### config.mk
export PLATFORM = sky130hd
export DESIGN_NAME = pc_sequencer
export DESIGN_NICKNAME = d
export VERILOG_FILES = /design/src/rtl/pc_sequencer.sv
export SDC_FILE = /design/constraint.sdc
export NUM_CORES = 1
export LEC_CHECK = 0
export ABC_AREA = 1
export BUFFER_PORTS_ARGS = -buffer_cell sky130_fd_sc_hd__buf_4
export CORE_AREA = 2 2 120 122
export CTS_CLUSTER_SIZE = 40
export DETAILED_ROUTE_END_ITERATION = 10
export DIE_AREA = 0 0 122 124
export GPL_ROUTABILITY_DRIVEN = 0
export PLACE_DENSITY = 0.81
export SYNTH_ARGS = -nofsm -noshare
export SYNTH_HDL_FRONTEND = slang
export SYNTH_SLANG_ARGS = --single-unit
### constraint.sdc
create_clock -name clock -period 3.74 [get_ports clock]
set_input_delay 0.374 -clock clock [delete_from_list [all_inputs] [get_ports clock]]
set_output_delay 0.374 -clock clock [all_outputs]
set_load 0.005 [all_outputs]
### src/rtl/pc_sequencer.sv
// Program-counter sequencer: owns the PC, fetches each instruction over the
// imem req/ack handshake, holds it for the core and picks the next PC on retire.
module pc_sequencer #(
  parameter logic [31:0] RESET_PC   = 32'h0000_0000,
  parameter logic [31:0] EXC_VECTOR = 32'h0000_0080
) (
  input  logic        clock,
  input  logic        reset,
  input  logic        imem_ack,
  input  logic [31:0] imem_rdata,
  input  logic        retire,
  input  logic        br_taken,
  input  logic        jump,
  input  logic        jump_reg,
  input  logic [31:0] br_offset,
  input  logic [31:0] jr_target,
  output logic        imem_req,
  output logic [31:0] imem_addr,
  output logic [31:0] pc,
  output logic [31:0] pc_plus4,
  output logic [31:0] instr,
  output logic        instr_valid,
  output logic        exc_misalign
);

  localparam logic [1:0] BOOT  = 2'd0;
  localparam logic [1:0] FETCH = 2'd1;
  localparam logic [1:0] EXEC  = 2'd2;

  logic [1:0]  state;
  logic [31:0] br_target;
  logic [31:0] jump_target;
  logic [31:0] next_pc;
  logic        jr_misaligned;
  logic        retire_now;

  assign pc_plus4    = pc + 32'd4;
  assign br_target   = pc_plus4 + (br_offset << 2);
  assign jump_target = {pc_plus4[31:28], instr[25:0], 2'b00};

  assign jr_misaligned = (jr_target[1:0] != 2'b00);
  assign retire_now    = (state == EXEC) && retire;

  assign imem_req  = (state == FETCH);
  assign imem_addr = pc;

  // jr/jalr outranks j/jal, which outranks a taken branch
  always_comb begin
    next_pc = pc_plus4;
    if (jump_reg) begin
      next_pc = jr_misaligned ? EXC_VECTOR : jr_target;
    end else if (jump) begin
      next_pc = jump_target;
    end else if (br_taken) begin
      next_pc = br_target;
    end
  end

  always_ff @(posedge clock or posedge reset) begin
    if (reset) begin
      state        <= BOOT;
      pc           <= RESET_PC;
      instr        <= 32'd0;
      instr_valid  <= 1'b0;
      exc_misalign <= 1'b0;
    end else begin
      exc_misalign <= 1'b0;
      case (state)
        BOOT: begin
          state <= FETCH;
        end
        FETCH: begin
          if (imem_ack) begin
            instr       <= imem_rdata;
            instr_valid <= 1'b1;
            state       <= EXEC;
          end
        end
        EXEC: begin
          if (retire_now) begin
            pc           <= next_pc;
            instr_valid  <= 1'b0;
            exc_misalign <= jump_reg && jr_misaligned;
            state        <= FETCH;
          end
        end
        default: begin
          instr_valid <= 1'b0;
          state       <= BOOT;
        end
      endcase
    end
  end

endmodule
==> impl_metrics.csv, run 1 <==
group,metric,value,unit
status,run_status,"completed",
power_and_ir_drop,vdd_drop_max,0.506,mV
worst_setup_path,worstSetupEndpointType,"register",
timing,slew_viol_final,0,
yosys,synth_edf_count,0,
clock_tree,clock-root-buffer,"clkbuf_16",
yosys,synthAdderAreaFrac,0.0705,
drt,detail_route.wirelength,22800,µm
global_routing,grt_pass1_vias,7006,
yosys,avgSynthCellArea,6.32,µm²
power_and_ir_drop,p_per_area,807,nW/µm²
min_path,hold_class,"in -> async",
yosys,synthMuxAreaShare,0,
timing,relSlewSlack,0.332,
yosys,ys_types,47,
timing,whs,237,ps
layout,area_growth,29.9,%
floorplan,die_w,122,µm
timing,fin_ws,347,ps
drt,route.detailed.drc,0,
power_and_ir_drop,leakage,4.89,nW
worst_setup_path,cp_data_required_time,3990,ps
worst_setup_path,crit_top_cell,"nand2_1",
worst_setup_path,path_buf_inv,1,
global_routing,antenna_found_initial,0,
run,drv_cap,0,
worst_setup_path,cpMaxStageDelayCell,"dfrtp_1",
timing,hold_viol,0,
timing,finalCritPeriodShare,0.907,
clock_tree,clockBufferDepth,2,
clock_tree,clock_latency,330,ps
timing,setup_viol_count_final,0,
clock_tree,clk_pin_slew,60,ps
clock_tree,htree_levels,3,
worst_setup_path,rr_startpoint,"imem_addr[3]",
clock_tree,cts-buffers-inserted,9,
worst_setup_path,reg2reg_to,"imem_addr[23]",
drt,drtIter0Drc,772,
power_and_ir_drop,fin_total_pwr,7.00,mW
yosys,synth_top_family_by_area,"simple AND/OR/NAND/NOR gates",
global_routing,overflow,0,
floorplan,die_h,124,µm
timing,fin_skew,6.60,ps
yosys,synth_seq_cells,68,
clock_tree,cts_tree,"built",
yosys,synth_compound_area_frac,0.132,
worst_setup_path,cp.arrival,3640,ps
floorplan,io_pins,234,
floorplan,rows,43,
global_routing,grt_first_pass_wirelength,35200,µm
layout,n_fill_cell,1298,
worst_setup_path,path_depth,18,
layout,antennaDiodeCount,0,
drt,vias,7527,
yosys,ys_async_sr_fraction,1.00,
yosys,syn_inst,1055,
global_routing,grt_util_all_layers,0.300,
yosys,yosys_warnings,0,
worst_setup_path,rrSetupSlack,350,ps
timing,tns,0,ps
timing,period_needed,3390,ps
placement,dp_hpwl,18700,µm
worst_setup_path,startpoint_type,"register",
floorplan,die-area,15100,µm²
timing,max_freq,295,MHz
worst_setup_path,critPathTopFamily,"simple AND/OR/NAND/NOR gates",
yosys,syn_area,6670,µm²
worst_setup_path,rr_worst_depth,18,
global_routing,grt_max_degree,43,
drt,vias_per_cell,5.24,
yosys,syn_nets,1195,
worst_setup_path,crit_type,"reg -> reg",
drt,wl_per_cell,15.9,µm
yosys,synth_xor_area_frac,0.0341,
layout,final_util,0.632,
layout,final_nets,1392,
worst_setup_path,worstPathCellList,"ha_2 > nand2_1 > nor2_2 > nand2_2 > nor2_2 > xor2_1 > ha_1 > nand2_1 > inv_1 > nand2_1 > nand2_1 > a21oi_1 > nand2_1 > nand2_1 > nand3_1 > nand3_1 > nand3_1 > a21boi_1",
yosys,ys_seq_area_frac,0.255,
worst_setup_path,cp-endpoint,"imem_addr[23]",
timing,rsz0062_at_grt,"no",
layout,drive_above_1_share,0.244,
yosys,synthFlopType,"dfrtp_1",
drt,postRouteAntennaNets,0,
floorplan,core_area,13700,µm²
yosys,synth_simple_gate_area_frac,0.365,
timing,worstMarginPinSlew,1000,ps
floorplan,start_util,0.486,
layout,regArea,1700,µm²
clock_tree,postCtsHoldBufs,0,
placement,numPortBuffers,231,
placement,pre_cts_ws,413,ps
drt,firstDrtPassIters,6,
worst_setup_path,cp_max_fo,6,
layout,multiInputGateArea,4030,µm²
clock_tree,cts.sinks,68,
worst_setup_path,critPathMaxStageDelay,450,ps
worst_setup_path,startpoint,"imem_addr[3]",
==> cell usage in the layout, fill, tap and decap left out, types with 5 or more instances in the layout <==
master and count:
dfrtp_1 68, nand4_1 7, nor2_2 9, nor2_1 72, a22oi_1 7, o21ai_1 5
nor3_1 15, o21ai_0 22, nand2_2 6, a221oi_1 20, nand2_1 384, a21boi_1 9
inv_1 152, nor3_2 6, nand3_1 54, clkbuf_16 9, o211ai_1 5, xor2_1 22
a21oi_1 42, buf_4 242, ha_1 35, o21bai_1 8, inv_2 8
==> where the power goes <==
part / internal, mW / total, mW / switching [mW]
logic: 2.01 / 4.64 / 2.63
clock network: 0.511 / 0.825 / 0.314
registers: 1.08 / 1.53 / 0.455
total: 3.60 / 7.00 / 3.40
==> cell usage after synthesis (8+ instances only) <==
master	count	area share
dfrtp_1	68	0.26
xor2_1	22	0.029
nor2_2	9	0.0084
a221oi_1	20	0.026
a21oi_1	43	0.032
a21boi_1	9	0.010
buf_4	34	0.038
nor2_1	72	0.041
inv_1	153	0.086
nor3_1	15	0.011
clkbuf_1	14	0.0079
o21ai_0	22	0.017
o21bai_1	8	0.0090
nand3_1	54	0.041
ha_1	36	0.068
nand2_1	384	0.22
==> cells by family (layout without fill, tap and decap cells) <==
family                   after synthesis  count (layout)
adder cells (fa/ha/maj)               37              37
XOR/XNOR                              26              26
AO/OA/AOI/OAI                        136             136
buffers and inverters                217             419
flip-flops                            68              68
AND/OR/NAND/NOR                      571             571
==> area by class of cell <==
type,count,area share
clock buffers,9,0.0260
multi-input cells,770,0.465
inverters,161,0.0697
well taps,180,0.0260
flip-flops and latches,68,0.196
repair buffers,242,0.210
clock inverters,7,0.00780
==> through the flow <==
step	instance area, µm²	instances
5_1_grt	8670	1437
3_3_place_gp	8370	1421
4_1_cts	8660	1437
3_5_place_dp	8370	1421
2_1_floorplan	6670	1055
6_report	8670	1437
==> per-layer routing <==
metal / share of wire / GRT usage / up-vias
li1: - / - / 3709
met2: 0.47 / 0.510 / 365
met1: 0.41 / 0.396 / 3407
met3: 0.093 / 0.0426 / 46
met5: 0 / 0 / -
met4: 0.025 / 0.0941 / 0
==> flip-flops by register name (all words and copies together), names as in the netlist <==
signal,cells
imem_addr,32
instr,32
state,2
exc_misalign,1
instr_valid,1
==> worst min-delay path by stage <==
stage,slack (ps),from,to
after floorplan,460,state[1],state[0]
after global placement,470,instr[28],instr[28]
after detailed placement,470,instr[30],instr[30]
after CTS,230,imem_rdata[25],instr[25]
after global routing,230,imem_ack,state[0]
final,240,reset,instr[7]
==> timing repair <==
action	4_1_cts	5_1_grt
setup buffers	0	0
resized for setup	0	2
setup endpoints to repair	0	1
Note: power is estimated with default switching activity, not from simulation.
==> run 2: changes to the inputs <==
- GPL_TIMING_DRIVEN: not set -> 0
==> run 2 against run 1 <==
Largest cell class unchanged. Non-clock buffer count grew 44. Die area unchanged. Worst setup slack worse by 93 ps. Global-route usage rose by 1.3 points. Clock skew increased by 1.2 ps. Via count grew 2.9%.
==> impl_metrics.csv, run 2 (same netlist as run 1, synthesis figures left out) <==
group,metric,value,unit
status,run_status,"completed",
clock_tree,clock_latency,330,ps
floorplan,io_pins,234,
layout,drive_above_1_share,0.260,
worst_setup_path,crit_type,"reg -> reg",
worst_setup_path,rr_startpoint,"imem_addr[3]",
clock_tree,clock-root-buffer,"clkbuf_16",
clock_tree,cts.sinks,68,
global_routing,overflow,0,
worst_setup_path,cp_max_fo,6,
global_routing,grt_util_all_layers,0.313,
clock_tree,htree_levels,3,
floorplan,start_util,0.486,
timing,whs,202,ps
layout,final_common_cell,"nand2_1",
worst_setup_path,cp_data_required_time,4000,ps
layout,n_fill_cell,1290,
timing,tns,0,ps
timing,fin_ws,254,ps
layout,final_cell_mix,"384 x nand2_1, 264 x buf_4, 152 x inv_1",
run,drv_cap,0,
worst_setup_path,reg2reg_to,"imem_addr[25]",
min_path,hold_class,"in -> async",
layout,final_nets,1436,
power_and_ir_drop,p_per_area,817,nW/µm²
drt,detail_route.wirelength,23900,µm
placement,pre_cts_ws,213,ps
drt,route.detailed.drc,0,
clock_tree,clockBufferDepth,2,
floorplan,die_w,122,µm
placement,numPortBuffers,230,
power_and_ir_drop,clkPwrFrac,0.126,
worst_setup_path,path_buf_inv,1,
power_and_ir_drop,vdd_drop_max,0.510,mV
worst_setup_path,cp.arrival,3750,ps
clock_tree,cts_tree,"built",
layout,final_util,0.654,
worst_setup_path,rrSetupSlack,250,ps
worst_setup_path,rr_worst_depth,18,
worst_setup_path,crit_top_cell,"nand2_1",
clock_tree,clk_pin_slew,60,ps
timing,max_freq,287,MHz
timing,period_needed,3490,ps
power_and_ir_drop,switching_share,0.477,
drt,firstDrtPassIters,5,
global_routing,grt_first_pass_wirelength,36300,µm
power_and_ir_drop,p_int,3.83,mW
clock_tree,cts_setup_buffers,0,
layout,area_growth,34.5,%
timing,slew_viol_final,0,
timing,relSlewSlack,0.426,
drt,vias_per_cell,5.23,
timing,rsz0062_at_grt,"no",
drt,postRouteAntennaNets,0,
drt,vias,7749,
timing,fin_skew,7.83,ps
layout,antennaDiodeCount,0,
worst_setup_path,startpoint_type,"register",
clock_tree,postCtsHoldBufs,0,
floorplan,core_area,13700,µm²
floorplan,die-area,15100,µm²
clock_tree,cts-buffers-inserted,9,
worst_setup_path,critPathMaxStageDelay,450,ps
worst_setup_path,cpMaxStageDelayCell,"dfrtp_1",
placement,dp_hpwl,19800,µm
power_and_ir_drop,leakage,5.06,nW
floorplan,die_h,124,µm
global_routing,antenna_found_initial,0,
worst_setup_path,critPathTopFamily,"simple AND/OR/NAND/NOR gates",
global_routing,grt_pass1_vias,7225,
power_and_ir_drop,seq_power_share,0.215,
worst_setup_path,worstSetupEndpointType,"register",
worst_setup_path,worstPathCellList,"ha_1 > nand2_1 > nor2_2 > nand2_2 > nor2_2 > nand2_1 > xor2_1 > ha_1 > nand2_1 > nor2_1 > inv_1 > nor3_1 > nand3b_1 > nand3_1 > nand2_1 > nand3_1 > nand2_1 > a21boi_2",
timing,hold_viol,0,
drt,wl_per_cell,16.1,µm
timing,finalCritPeriodShare,0.932,
floorplan,rows,43,
clock_tree,cts_resized,0,
power_and_ir_drop,fin_total_pwr,7.33,mW
power_and_ir_drop,p_sw,3.50,mW
global_routing,grt_max_degree,69,
timing,worstMarginPinSlew,862,ps
timing,setup_viol_count_final,0,
drt,drtIter0Drc,601,
power_and_ir_drop,combinationalPowerShare,0.659,
worst_setup_path,startpoint,"imem_addr[3]",
-- run 2: changes by cell type in the layout (fill, tap and decap cells not counted), sizes merged --
cell,delta
bufinv,+1
clkbuf,+15
buf,+30
clkinv,-2
-- run 2: power by group through the flow --
stage,sequential (mW),combinational (mW),clock (mW)
after global routing,1.61,5.35,0.954
final,1.58,4.83,0.923
after CTS,1.55,4.77,0.927
after floorplan,1.43,2.83,0
after detailed placement,1.55,4.73,0
after global placement,1.55,4.64,0
-- run 2: worst max path at each step --
| stage | slack, ps | endpoint | cells after the start |
|---|---|---|---|
| finish | 250 | imem_addr[25] | 18 |
| global route | 20 | imem_addr[23] | 19 |
| CTS | 190 | imem_addr[27] | 19 |
| detailed placement | 210 | imem_addr[27] | 19 |
| global placement | 280 | imem_addr[23] | 19 |
| floorplan | 1000 | imem_addr[27] | 19 |
-- run 2: routing by layer --
metal | wire [µm] | track usage
met1 | 9500 | 0.392
met2 | 11600 | 0.534
met3 | 1930 | 0.0545
met4 | 866 | 0.129
met5 | 0 | 0
-- run 2: cell type report --
class	count	area (µm²)	area share
clock inverters	6	87.6	0.00976
plain buffers	56	347	0.0386
inverters	161	607	0.0676
multi-input cells	770	4040	0.450
flip-flops and latches	68	1700	0.190
clock buffers	10	239	0.0266
well taps	180	225	0.0251
repair buffers	230	1730	0.192
-- run 2: per-stage QoR --
step                      cell area (µm²)  std cells
after floorplan                      6670       1055
after global placement               8620       1465
after detailed placement             8630       1465
after CTS                            8950       1481
after global routing                 8970       1481
final                                8970       1481
